<file path="src/rtl/spi_reg_bank.sv">
// spi_reg_bank: clk-domain SPI slave (sample on sclk fall, drive on rise) with an NREG x 8-bit register bank.
module spi_reg_bank #(
  parameter int NREG        = 4,
  parameter int SYNC_STAGES = 2
) (
  input  logic              clk,
  input  logic              rst_n,
  input  logic              sclk,
  input  logic              cs,
  input  logic              mosi,
  output logic              miso,
  output logic              miso_oe,
  output logic [NREG*8-1:0] reg_out,
  output logic              wr_stb,
  output logic [6:0]        wr_addr,
  output logic              frame_err
);
  typedef enum logic [1:0] {WAIT_IDLE, IDLE, CMD, DATA} state_t;
  state_t                        state_q, state_d;
  logic [SYNC_STAGES-1:0][2:0]   sync_q, sync_d;
  logic [2:0]                    hist_q, hist_d;
  logic [4:0]                    cnt_q, cnt_d, cnt_inc;
  logic [7:0]                    rx_q, rx_d, rx_shift;
  logic [7:0]                    tx_q, tx_d, rd_byte;
  logic                          rw_q, rw_d;
  logic [6:0]                    addr_q, addr_d;
  logic                          miso_q, miso_d;
  logic [NREG*8-1:0]             regs_q, regs_d;
  logic                          wr_stb_q, wr_stb_d;
  logic [6:0]                    wr_addr_q, wr_addr_d;
  logic                          frame_err_q, frame_err_d;
  logic                          sclk_s, cs_s, mosi_s, sclk_fall, sclk_rise, cs_fall, cs_rise;
  always_comb begin
    sync_d    = {sync_q[SYNC_STAGES-2:0], sclk, cs, mosi};
    hist_d    = sync_q[SYNC_STAGES-1];
    sclk_s    = hist_d[2];
    cs_s      = hist_d[1];
    mosi_s    = hist_q[0];
    sclk_fall = hist_q[2] & ~sclk_s;
    sclk_rise = ~hist_q[2] & sclk_s;
    cs_fall   = hist_q[1] & ~cs_s;
    cs_rise   = ~hist_q[1] & cs_s;
    rx_shift  = {rx_q[6:0], mosi_s};
    cnt_inc   = (cnt_q == 5'd31) ? cnt_q : cnt_q + 5'd1;
    rd_byte   = 8'h00;
    for (int i = 0; i < NREG; i++)
      if (rx_shift[6:0] == 7'(i)) rd_byte = regs_q[i*8 +: 8];
    state_d     = state_q;
    cnt_d       = cnt_q;
    rx_d        = rx_q;
    tx_d        = tx_q;
    rw_d        = rw_q;
    addr_d      = addr_q;
    miso_d      = miso_q;
    regs_d      = regs_q;
    wr_stb_d    = 1'b0;
    wr_addr_d   = wr_addr_q;
    frame_err_d = 1'b0;
    if (state_q == WAIT_IDLE) begin
      if (cs_s) state_d = IDLE;
    end else if (cs_rise) begin
      // cs rise outranks any sclk edge seen in the same cycle
      state_d = IDLE;
      miso_d  = 1'b0;
      if (cnt_q != 5'd16) frame_err_d = 1'b1;
      else if (!rw_q)
        for (int i = 0; i < NREG; i++)
          if (addr_q == 7'(i)) begin
            regs_d[i*8 +: 8] = rx_q;
            wr_stb_d         = 1'b1;
            wr_addr_d        = addr_q;
          end
    end else if (state_q == IDLE) begin
      if (cs_fall) begin
        cnt_d   = 5'd0;
        rx_d    = 8'h00;
        tx_d    = 8'h00;
        miso_d  = 1'b0;
        state_d = CMD;
      end
    end else begin
      if (sclk_fall) begin
        rx_d  = rx_shift;
        cnt_d = cnt_inc;
        if (state_q == CMD && cnt_inc == 5'd8) begin
          rw_d    = rx_shift[7];
          addr_d  = rx_shift[6:0];
          tx_d    = rx_shift[7] ? rd_byte : 8'h00;
          state_d = DATA;
        end
      end
      if (sclk_rise && state_q == DATA) begin
        miso_d = tx_q[7];
        tx_d   = {tx_q[6:0], 1'b0};
      end
    end
  end
  always_ff @(posedge clk or negedge rst_n) begin
    if (!rst_n) begin
      sync_q      <= '0;
      hist_q      <= '0;
      state_q     <= WAIT_IDLE;
      cnt_q       <= '0;
      rx_q        <= '0;
      tx_q        <= '0;
      rw_q        <= 1'b0;
      addr_q      <= '0;
      miso_q      <= 1'b0;
      regs_q      <= '0;
      wr_stb_q    <= 1'b0;
      wr_addr_q   <= '0;
      frame_err_q <= 1'b0;
    end else begin
      sync_q      <= sync_d;
      hist_q      <= hist_d;
      state_q     <= state_d;
      cnt_q       <= cnt_d;
      rx_q        <= rx_d;
      tx_q        <= tx_d;
      rw_q        <= rw_d;
      addr_q      <= addr_d;
      miso_q      <= miso_d;
      regs_q      <= regs_d;
      wr_stb_q    <= wr_stb_d;
      wr_addr_q   <= wr_addr_d;
      frame_err_q <= frame_err_d;
    end
  end
  assign miso      = miso_q;
  assign miso_oe   = ~cs_s;
  assign reg_out   = regs_q;
  assign wr_stb    = wr_stb_q;
  assign wr_addr   = wr_addr_q;
  assign frame_err = frame_err_q;
endmodule

</file>
<file path="config.mk">
export PLATFORM = sky130hd
export DESIGN_NAME = spi_reg_bank
export DESIGN_NICKNAME = d
export VERILOG_FILES = /design/src/rtl/spi_reg_bank.sv
export SDC_FILE = /design/constraint.sdc
export NUM_CORES = 1
export LEC_CHECK = 0
export ABC_CLOCK_PERIOD_IN_PS = 2000
export CAP_MARGIN = 15
export CORE_AREA = 8 8 96 98
export CTS_CLUSTER_SIZE = 8
export DETAILED_ROUTE_END_ITERATION = 8
export DIE_AREA = 0 0 104 106
export PLACE_DENSITY = 0.79
export SLEW_MARGIN = 20
export SYNTH_ARGS = -nofsm -noshare
export SYNTH_HDL_FRONTEND = slang
export SYNTH_SLANG_ARGS = --single-unit
</file>
<file path="constraint.sdc">
create_clock -name clk -period 2 [get_ports clk]
set_input_delay 0.3 -clock clk [delete_from_list [all_inputs] [get_ports clk]]
set_output_delay 0.3 -clock clk [all_outputs]
set_load 0.02 [all_outputs]
</file>
## Word-level counts from Yosys, hierarchy flattened

Cells that the tools add are included.

| storage, ports and cells | value |
|---|---|
| register bits | 82 |
| latch bits | 0 |
| RAM bits | 0 |
| bits in read-only memories | 0 |
| input port bits | 5 |
| output and inout port bits | 43 |
| logic and storage cells | 111 |
| memories | 0 |

| operators by class | value |
|---|---|
| add/sub/neg operators | 1 |
| multipliers | 0 |
| divide/modulo/power cells | 0 |
| order comparisons | 0 |
| equality and inequality tests | 16 |
| shift-type cells | 0 |
| mux-type cells | 42 |
| bitwise gates (word level) | 13 |
| reductions and logical operators | 22 |

Operators by type and width:

| kind | count |
|---|---|
| $mux 8 | 12 |
| $reduce_and 5->1 | 7 |
| $eq 7x2->1 const B | 4 |
| $mux 7 | 4 |
| $mux 5 | 4 |
| $mux 1 | 15 |
| $eq 7x1->1 const B | 2 |
| $logic_not 7->1 | 2 |
| $mux 2 | 7 |
| $reduce_bool 4->1 | 3 |
| $not 1->1 | 9 |
| $reduce_bool 3->1 | 3 |
| $reduce_and 4->1 | 2 |
| $add 5x1->5 const B | 1 |
| $eq 5x4->1 const B | 1 |
| $eq 5x5->1 const B | 1 |
| $ne 5x5->1 const B | 1 |
| $and 1x1->1 | 4 |
| $eq 2x2->1 const B | 2 |
| $ne 2x2->1 const B | 2 |
| $ne 4x4->1 const B | 1 |
| $ne 3x3->1 const B | 1 |
| $reduce_and 3->1 | 1 |
| $eq 2x1->1 const B | 1 |
| 3 further kinds | 4 |

## Depth between registers and ports, before layout

| logic depth | value |
|---|---|
| word-level depth | 10 |
| gate-level depth with buffers | 9 |
| mapped depth without buffers | 7 |

## Worst setup path after synthesis

No wires, ideal clock.

| path | value |
|---|---|
| path type | register -> register |
| start point | register hist_q[1] |
| end point | register regs_q[10] (netlist: reg_out[10]) |
| library setup time | 0.125 ns |
| data arrival time | 1.930 ns |
| required time | 1.875 ns |
| path slack | -0.054 ns |
| cell stages (with the launch flop) | 9 |
| path buffers | 2 |
| period minus slack after synthesis | 2.054 ns |
| path through | dfrtp_1 inv_1 ha_1 clkbuf_1 o21a_1 nand4_1 buf_2 nor3b_4 mux2_2 |

| between the ends | value |
|---|---|
| word-level cells in the longest chain between the ends | 3 |

RTL lines:

| what | RTL line | source |
|---|---|---|
| start, declared | 21 | `logic [2:0] hist_q, hist_d;` |
| start signal, assigned | 115 | `hist_q <= hist_d;` |
| $not 1->1 | 42 | `cs_rise = ~hist_q[1] & cs_s;` |
| $and 1x1->1 | 42 |  |
| $reduce_and 5->1 (no source line) | -- |  |
| end signal, assigned | 123 | `regs_q <= regs_d;` |
| end, declared | 28 | `logic [NREG*8-1:0] regs_q, regs_d;` |

Every way passes these cells.
A chain may end at the register's enable or synchronous reset.

## Worst setup path after layout

| path | value |
|---|---|
| start point | register state_q[0] |
| end point | register addr_q[5] |

| between the ends | value |
|---|---|
| word-level cells in the longest chain between the ends | 3 |
| elaborated cells between the ends (all ways) | 7 |
| those cells by class | 2 x eq/ne; 2 x bitwise; 3 x reduce/logical |

RTL lines:

| what | RTL line | source |
|---|---|---|
| start, declared | 19 | `state_t state_q, state_d;` |
| start signal, assigned | 116 | `state_q <= state_d;` |
| $eq 2x2->1, or another cell as far along | 85 | `if (state_q == CMD && cnt_inc == 5'd8) begin` |
| $logic_and 1x1->1 / $not 1->1 (equally long branches) | -- |  |
| $reduce_and 5->1 (no source line) * | -- |  |
| end signal, assigned | 121 | `addr_q <= addr_d;` |
| end, declared | 26 | `logic [6:0] addr_q, addr_d;` |

Mark *: on every way between the ends. The rest lies on a longest branch, timed or not.

==> results_dict.tcl <==
set metrics [dict create \
    post-route-drc-count 0 \
    met2_usage_pct 27.27 \
    syn-cell-area_sq_um 3651 \
    p_per_area_nw_per_um2 854.3 \
    p_comb_share_pct 21.3 \
    area_growth_pct 28.34 \
    period_share_pct 98.55 \
    worstMarginPinSlew_ns 0.5921 \
    drive_gt1_share_pct 28.76 \
    vdd_drop_max_v 0.0003528 \
    switching_share_pct 31.74 \
    routedWlPerCell_um 18.17 \
    fp.dieH_um 106 \
    port_buffers 47 \
    gp_congestion 0.9149 \
    ios 48 \
    syn_nets 304 \
    netlist_instances 295 \
    synth-seq-area-share_pct 56.20 \
    avgSynthCellArea_sq_um 12.38 \
    power.share.clock_pct 30.5 \
    fin_cells 477 \
    end_kind "flop" \
    most-common-layout-cells "dfrtp_1, clkdlybuf4s50_1, mux2_2, nand2_1, buf_4" \
    final_nets 376 \
    root_buffer "clkbuf_8" \
    p_leak_uw 0.002214 \
    clk_path_buf_depth 2 \
    dieArea_sq_um 11020 \
    grt_first_pass_wirelength_um 14580 \
    p_switching_uw 1270 \
    clock-skew-final_ns 0.01076 \
    top_usage_layer "met2" \
    cts_sinks 82 \
    hold_viol 0 \
    start_util_pct 46.54 \
    rsz0062_at_grt "yes" \
    clk-insertion-delay-late_ns 0.35 \
    antenna_cells 0 \
    ys_seq_elements 82 \
    synth.distinct_cells 48 \
    crit_type "flop to flop" \
    max_freq_mhz 507.3 \
    gr-usage-met3_pct 3.448 \
    maxCapViolCount 0 \
    place_hpwl_um 6166 \
    cp.required_ns 2.24 \
    status "completed" \
    drtIter0Drc 134 \
    yosys_most_used_dff "dfrtp_1" \
    htreeDepth 3 \
    grt.overflow.total 0 \
    slew_headroom_pct 60.52 \
    ys.warnings.count 0 \
    whs_ns 0.3527 \
    crit_fanout 9 \
    final_core_util_pct 59.73 \
    final_common_cell "dfrtp_1" \
    grt_util_all_layers_pct 16.51 \
    clk_pin_slew_worst_paths_ns 0.08 \
    crit_arrival_ns 2.21 \
    chipWidth_um 104 \
    async_flop_share_pct 100.0 \
    grt_use_met1_pct 20.40 \
    setup_viol 0 \
    vias 2624 \
    drt_first_pass_iters 4 \
    report.final.slew_viol_count 0 \
    grt_max_degree 40 \
    seqPwrFrac_pct 48.3 \
    synth_edf_count 0 \
    cts_buffers 9 \
    holdCritPathClass "flop to flop" \
    core_area_sq_um 7845 \
    grt_pass1_vias 2754 \
    tritoncts "built" \
    antenna_found_initial 0 \
    routed_wirelength_um 8665 \
    fin_crit_ns 1.971 \
    dp_cells 458 \
    detail_route.vias_per_cell 5.501 \
    p_int_uw 2733 \
    antenna_left 0 \
    start_kind "flop" \
    rows 33 \
]
layout make-up:
class,count,area [sq um]
Clock buffer,11,141.4
Clock inverter,5,60.06
Fill cell,615,3159
Inverter,9,33.78
Multi-Input combinational cell,187,1524
Sequential cell,82,2056
Tap cell,105,131.4
Timing Repair Buffer,78,739.5
kinds of logic after synthesis:
kind of cell / after synthesis / share of synthesized area (%)
buf+inv: 26 / 3.016
compound gates: 56 / 10.69
flops: 82 / 56.20
fa+ha+maj: 4 / 1.371
mux: 44 / 14.94
simple gates: 83 / 13.78
state kept, by name, indices dropped and copies added, names as in the netlist, 3 cells and up:
register  cells
reg_out      32
rx_q          8
tx_q          8
addr_q        7
wr_addr       7
cnt_q         5
hist_d        3
hist_q        3
sync_d        3
worst max-delay path, cell delays in order (launching register included):
cell and delay, ns:
dfrtp_1 0.50, nor4b_4 0.32, o2111ai_2 0.16, or3_1 0.40
buf_6 0.16, mux2_4 0.30
worst paths after layout:
kind	startpoint	endpoint	slack (ns)	cells past startpoint
min in group asynchronous	rst_n	wr_addr[2]$_DFFE_PN0P_	0.45	2
setup / recovery	state_q[0]$_DFFE_PN0P_	addr_q[5]$_DFFE_PN0P_	0.03	5
setup reg to reg	state_q[0]$_DFFE_PN0P_	addr_q[5]$_DFFE_PN0P_	0.03	5
hold reg to reg	sync_d[5]$_DFF_PN0_	hist_d[2]$_DFF_PN0_	0.35	0
max in group asynchronous	rst_n	cnt_q[0]$_DFFE_PN0P_	0.91	3
hold / removal	sync_d[5]$_DFF_PN0_	hist_d[2]$_DFF_PN0_	0.35	0
cells in the mapped netlist (2+ instances only):
| master | number | share of area (%) |
|---|---|---|
| a22o_1 | 8 | 1.9 |
| nor2b_1 | 9 | 1.5 |
| mux2_4 | 8 | 3.3 |
| buf_2 | 4 | 0.55 |
| nor2_1 | 7 | 0.72 |
| a21oi_1 | 8 | 1.1 |
| mux2_2 | 32 | 9.9 |
| a211oi_1 | 6 | 1.2 |
| nand2b_1 | 4 | 0.69 |
| clkbuf_1 | 12 | 1.2 |
| o22ai_1 | 7 | 1.2 |
| mux4_2 | 2 | 1.2 |
| a21o_1 | 8 | 1.6 |
| or2_2 | 2 | 0.34 |
| nand3b_1 | 3 | 0.62 |
| nand2_1 | 27 | 2.8 |
| and2_1 | 5 | 0.86 |
| o21ai_0 | 12 | 1.6 |
| inv_1 | 8 | 0.82 |
| dfrtp_1 | 82 | 56 |
| mux2i_1 | 2 | 0.55 |
| ha_1 | 4 | 1.4 |
| nand3_1 | 3 | 0.41 |
| nor4_1 | 8 | 1.4 |
power by group through the flow:
stage / registers, uW / logic [uW] / clock network, uW
after global routing: 1950 / 931 / 1330
after CTS: 1920 / 812 / 1240
after floorplan: 1900 / 482 / 0
after detailed placement: 1950 / 803 / 0
after global placement: 1940 / 776 / 0
final: 1930 / 851 / 1220
per-stage QoR:
stage / worst slack, ns / cell area [sq um] / setup TNS (ns) / total power [uW]
floorplan: 0.01402 / 3652 / 0 / 2381
CTS: 0.01418 / 4623 / 0 / 3967
detailed placement: 0.01082 / 4409 / 0 / 2751
global route: -0.03483 / 4686 / -0.3787 / 4206
global placement: 0.03831 / 4409 / 0 / 2713
finish: 0.02891 / 4686 / 0 / 4003
per-layer routing:
metal	part of all wire (%)	vias to the layer above
li1	-	1208
met1	44	1330
met2	49	73
met3	5.0	13
met4	1.8	0
met5	0	-
what timing repair did:
item,CTS,global route
gates resized for setup,1,14
pin swaps,0,4
endpoints found under the setup margin,5,32
hold buffers,1,0
endpoints found under the hold margin,36,0
setup buffers,0,2
(Power assumes the default switching activity.)
